`src/rtl/pipe_scoreboard.sv`:
```
// pipe_scoreboard
// Hazard scoreboard for a pipelined MIPS-style core. It tracks every
// in-flight instruction from EX (stage 0) to WB (stage STAGES-1) and derives
// the load-use stall, bubble insertion, flush handling, EX operand
// forwarding selects and two saturating event counters.
//
// Ports
//   clk                      core clock, all state updates on the rising edge
//   rst_n                    asynchronous active-low reset, clears all state
//   hold                     global freeze: no state or counter changes while high
//   id_valid                 ID stage holds a real instruction
//   id_rs, id_rt             ID source register addresses
//   id_use_rs, id_use_rt     the ID instruction actually reads that source
//   id_dest, id_we           ID destination register and its write enable
//   id_load                  ID instruction is a load
//   flush                    branch/jump resolved in EX; the ID instruction is discarded
//   stall                    freeze PC and IF/ID, bubble ID/EX (combinational)
//   fwd_a_sel, fwd_b_sel     EX operand source: 0 = ID/EX value, k = result in stage k
//   stage_valid              per-stage valid bits
//   stall_count, flush_count saturating event counters
module pipe_scoreboard #(
  parameter int STAGES   = 3,
  parameter int REG_AW   = 5,
  parameter int LOAD_LAT = 2,
  localparam int SEL_W   = $clog2(STAGES)
) (
  input  logic              clk,
  input  logic              rst_n,
  input  logic              hold,
  input  logic              id_valid,
  input  logic [REG_AW-1:0] id_rs,
  input  logic [REG_AW-1:0] id_rt,
  input  logic              id_use_rs,
  input  logic              id_use_rt,
  input  logic [REG_AW-1:0] id_dest,
  input  logic              id_we,
  input  logic              id_load,
  input  logic              flush,
  output logic              stall,
  output logic [SEL_W-1:0]  fwd_a_sel,
  output logic [SEL_W-1:0]  fwd_b_sel,
  output logic [STAGES-1:0] stage_valid,
  output logic [15:0]       stall_count,
  output logic [15:0]       flush_count
);

  // Per-stage entry state
  logic [STAGES-1:0] valid_reg;
  logic [STAGES-1:0] we_reg;
  logic [STAGES-1:0] load_reg;
  logic [REG_AW-1:0] dest_reg [STAGES];

  // Source operands of the instruction currently in EX
  logic [REG_AW-1:0] src_a_reg;
  logic [REG_AW-1:0] src_b_reg;
  logic              use_a_reg;
  logic              use_b_reg;

  logic [15:0] stall_cnt_reg;
  logic [15:0] flush_cnt_reg;

  // Per-stage hazard terms
  logic [STAGES-1:0] id_hit;     // stage k writes a register the ID instruction reads
  logic [STAGES-1:0] load_hit;   // ... and it is a load whose data is not yet forwardable
  logic [STAGES-1:0] ex_hit_a;   // stage k writes EX operand A
  logic [STAGES-1:0] ex_hit_b;   // stage k writes EX operand B

  logic raw_stall;
  logic accept_next;

  genvar gi;
  generate
    for (gi = 0; gi < STAGES; gi++) begin : g_stage
      logic writes;
      // r0 is hard-wired to zero, so a write to it never creates a dependency.
      assign writes = valid_reg[gi] && we_reg[gi] && (dest_reg[gi] != '0);

      assign id_hit[gi] = writes &&
                          ((id_use_rs && (dest_reg[gi] == id_rs)) ||
                           (id_use_rt && (dest_reg[gi] == id_rt)));

      // A load becomes forwardable once it reaches stage LOAD_LAT; the
      // consumer issues a cycle later, so only stages below LOAD_LAT-1 block.
      if (gi + 1 < LOAD_LAT) begin : g_load_block
        assign load_hit[gi] = id_hit[gi] && load_reg[gi];
      end else begin : g_load_free
        assign load_hit[gi] = 1'b0;
      end

      assign ex_hit_a[gi] = writes && use_a_reg && (dest_reg[gi] == src_a_reg);
      assign ex_hit_b[gi] = writes && use_b_reg && (dest_reg[gi] == src_b_reg);
    end
  endgenerate

  assign raw_stall = id_valid && (|load_hit);
  // A flushed ID instruction is discarded, so it has nothing to wait for.
  assign stall       = raw_stall && !flush;
  assign accept_next = id_valid && !stall && !flush;

  // Youngest writer wins: scan oldest to youngest so the lowest stage index
  // overrides. Stage 0 is the consumer itself and is never a source.
  always_comb begin
    fwd_a_sel = '0;
    fwd_b_sel = '0;
    for (int k = STAGES - 1; k >= 1; k--) begin
      if (ex_hit_a[k]) fwd_a_sel = SEL_W'(k);
      if (ex_hit_b[k]) fwd_b_sel = SEL_W'(k);
    end
  end

  always_ff @(posedge clk or negedge rst_n) begin
    if (!rst_n) begin
      valid_reg     <= '0;
      we_reg        <= '0;
      load_reg      <= '0;
      for (int k = 0; k < STAGES; k++) dest_reg[k] <= '0;
      src_a_reg     <= '0;
      src_b_reg     <= '0;
      use_a_reg     <= 1'b0;
      use_b_reg     <= 1'b0;
      stall_cnt_reg <= '0;
      flush_cnt_reg <= '0;
    end else if (!hold) begin
      // Advance the pipeline; the WB entry falls off the end.
      valid_reg <= {valid_reg[STAGES-2:0], accept_next};
      we_reg    <= {we_reg[STAGES-2:0],    accept_next && id_we};
      load_reg  <= {load_reg[STAGES-2:0],  accept_next && id_load};
      for (int k = STAGES - 1; k >= 1; k--) dest_reg[k] <= dest_reg[k-1];
      dest_reg[0] <= id_dest;
      src_a_reg   <= id_rs;
      src_b_reg   <= id_rt;
      // Clearing the use bits on a bubble keeps its forwarding selects at 0.
      use_a_reg   <= accept_next && id_use_rs;
      use_b_reg   <= accept_next && id_use_rt;

      if (stall && (stall_cnt_reg != 16'hFFFF)) stall_cnt_reg <= stall_cnt_reg + 16'd1;
      if (flush && (flush_cnt_reg != 16'hFFFF)) flush_cnt_reg <= flush_cnt_reg + 16'd1;
    end
  end

  assign stage_valid = valid_reg;
  assign stall_count = stall_cnt_reg;
  assign flush_count = flush_cnt_reg;

endmodule

```
`config.mk`:
```
export PLATFORM = sky130hd
export DESIGN_NAME = pipe_scoreboard
export DESIGN_NICKNAME = d
export VERILOG_FILES = /design/src/rtl/pipe_scoreboard.sv
export SDC_FILE = /design/constraint.sdc
export NUM_CORES = 1
export LEC_CHECK = 0
export CAP_MARGIN = 20
export CORE_MARGIN = 2
export CORE_UTILIZATION = 55
export DETAILED_ROUTE_END_ITERATION = 10
export PLACE_DENSITY_LB_ADDON = 0.12
export SYNTH_ARGS = -nofsm -noshare
export SYNTH_HDL_FRONTEND = slang
export SYNTH_SLANG_ARGS = --single-unit
```
`constraint.sdc`:
```
create_clock -name clk -period 5.97 [get_ports clk]
set_clock_uncertainty 0.15 [all_clocks]
set_input_delay 1.194 -clock clk [delete_from_list [all_inputs] [get_ports clk]]
set_output_delay 1.194 -clock clk [all_outputs]
set_load 0.01 [all_outputs]
```
==> results by group <==
Clocking
  • CTS resizes: 0
  • Hold-fix buffers, CTS: 0
  • Reg clk slew, reported paths: 0.06 ns
  • H-tree depth: 3
  • Setup repair bufs after CTS: 0
  • Clk Tree Root Cell: clkbuf_8
  • Clock sink count: 66
  • Maximum clock path buffer count: 2
  • Worst skew pair latency: 0.34 ns
  • Number of buffers created by CTS: 9
  • TritonCTS clock tree: built

Cells and area
  • Layout cells sized above 1: 15.9%
  • Nets: 356
  • Ant diodes: 0
  • Multi-input gate area: 0.00147 mm^2
  • Final instance area: 0.00405 mm^2
  • Most common cell after layout, fill and taps aside: dfrtp_1
  • Fillers: 417
  • Most frequent cells in the layout: dfrtp_1, clkdlybuf4s50_1, xnor2_1, mux2_2, xor2_1
  • Register area: 0.00165 mm^2
  • Area growth syn-to-layout: 28.1%

Worst setup path
  • CP Max Fanout: 4
  • Worst path arrival time: 3.41 ns
  • Critical Path RT: 4.63 ns
  • Startpoint type of the worst setup path: primary input
  • Crit path kind: primary input to output pin
  • FF-to-FF path depth: 5
  • Crit end category: output pin

Routing
  • DRC: 0
  • Antenna Nets Post-Route: 0
  • Routed len/inst: 16.1 um
  • Routed WL: 6.55 mm
  • DR vias: 2245
  • DRT Pass-1 Iters: 4
  • 1st-iter DRT viols: 135
  • Vias per cell: 5.53

Die
  • FP Rows: 27
  • Core area: 0.00554 mm^2
  • Initial cell density of the core: 57.0%
  • Total die area: 0.00636 mm^2
  • I/O pins: 64
  • Die Ht: 79.8 um
  • DIE WIDTH: 79.8 um

STA
  • Fin crit period: 4.75 ns
  • RSZ-0062 raised after global routing: false
  • Least-Margin Pin Slew: 0.821 ns
  • Achievable Freq: 210 MHz
  • Final Hold Violating Endpoints: 0
  • Period utilisation layout: 79.6%
  • # setup viols final: 0
  • Setup TNS: 0 ns
  • Final WS setup: 1.22 ns
  • Min Hold Slack: 0.344 ns
  • Slew Limit Fails: 0
  • Slew HR: 45.3%

Hold path
  • Hold Path Class: register to register
  • Worst Hold Path Cells: 1

Logic synthesis
  • Post-synthesis cell type count: 34
  • Average size of a mapped cell: 12.1 um^2
  • Number of synthesized register bits: 66
  • Yosys warns: 0
  • Post-synth top flop: dfrtp_1
  • Syn nets: 287
  • Mapped Cells: 261
  • Asr flop ratio synth: 100%
  • Mapped cell area: 0.00316 mm^2
  • Register area share after synthesis: 52.3%
  • Number of enable flip-flop cells after synthesis: 0

Placement
  • Worst slack, placed: 1.23 ns
  • RePlAce Congestion: 0.853
  • Placed inst area: 0.00386 mm^2
  • Detail Placement HPWL: 4.65 mm
  • Port-buffer cells: 63

Pwr
  • Cell Pwr Density: 277 mW/mm^2
  • Leakage: 1.66 nW
  • Tot Pwr: 1.12 mW
  • Peak VDD IR: 0.000227 V

GRT
  • Antenna violations before repair: 0
  • Total congestion overflow: 0
  • Largest net degree at the start of global routing: 67
  • Total track usage: 22.6%
  • First-pass GRT wire length: 10.7 mm
  • Number of global-route vias before repair: 2217

Status
  • Outcome: complete, no violations

Run
  • Maximum capacitance violations: 0
-- power breakdown --
part / switching [mW] / total, mW / internal (mW) / leakage [nW]
logic: 0.0816 / 0.199 / 0.118 / 0.730
registers: 0.0649 / 0.558 / 0.493 / 0.845
clock network: 0.161 / 0.364 / 0.203 / 0.0897
total: 0.308 / 1.12 / 0.814 / 1.66
-- worst max-delay path: stages --
cell,delay (ns)
clkdlybuf4s50_1,0.45
xor2_1,0.15
nor4_1,0.44
a32oi_1,0.22
or2_1,0.28
nor2_1,0.12
clkdlybuf4s50_1,0.55
-- through the flow --
stage | utilization [%] | std cells
global placement | 69.6 | 391
CTS | 73.0 | 406
finish | 73.0 | 406
detailed placement | 69.6 | 391
floorplan | - | 261
global route | 73.0 | 406
-- area by class of cell --
type	instances	share of cell area (%)
Tap cell	72	2.23
Inverter	1	0.0928
Clock buffer	13	3.68
Clock inverter	2	0.928
Multi-Input combinational cell	187	36.4
Sequential cell	66	40.8
Timing Repair Buffer	65	15.8
-- cells in the mapped netlist (4+ instances only) --
library cell | count | area [um^2]
nand4_1 | 16 | 100
nand2_1 | 12 | 45.0
nor2_1 | 9 | 33.8
mux2_2 | 31 | 349
nor3_1 | 7 | 35.0
xor2_1 | 24 | 210
xnor2_1 | 35 | 307
nor4_1 | 5 | 31.3
and3_1 | 5 | 31.3
dfrtp_1 | 66 | 1650
a22o_1 | 4 | 35.0
nand3_1 | 14 | 70.1
-- layer usage --
layer	share of wire, %	global-route usage (%)
met1	45	29.6
met2	48	34.6
met3	4.9	8.94
met4	1.2	7.12
met5	0	0
-- cell families (layout without fill, tap and decap cells) --
logic type,after synthesis,after routing,share of synthesized area [%]
buffers and inverters,8,81,1.07
flip-flops,66,66,52.3
XOR/XNOR,60,60,16.9
adder cells (fa/ha/maj),2,2,0.792
AND/OR/NAND/NOR,83,83,14.9
AO/OA/AOI/OAI,11,11,3.05
multiplexers,31,31,11.1
-- path summary, 6_finish.rpt --
kind | start | end | slack (ns)
min | flush_count[7]$_DFFE_PN0P_ | flush_count[7]$_DFFE_PN0P_ | 0.34
max | id_rt[4] | stall | 1.22
min in group asynchronous | rst_n | we_reg[1]$_DFFE_PN0N_ | 0.87
max in group asynchronous | rst_n | flush_count[2]$_DFFE_PN0P_ | 4.26
max reg2reg | dest_reg[13]$_DFFE_PN0N_ | stall_count[1]$_DFFE_PN0P_ | 3.51
min reg2reg | flush_count[7]$_DFFE_PN0P_ | flush_count[7]$_DFFE_PN0P_ | 0.34
(Power assumes the default switching activity.)
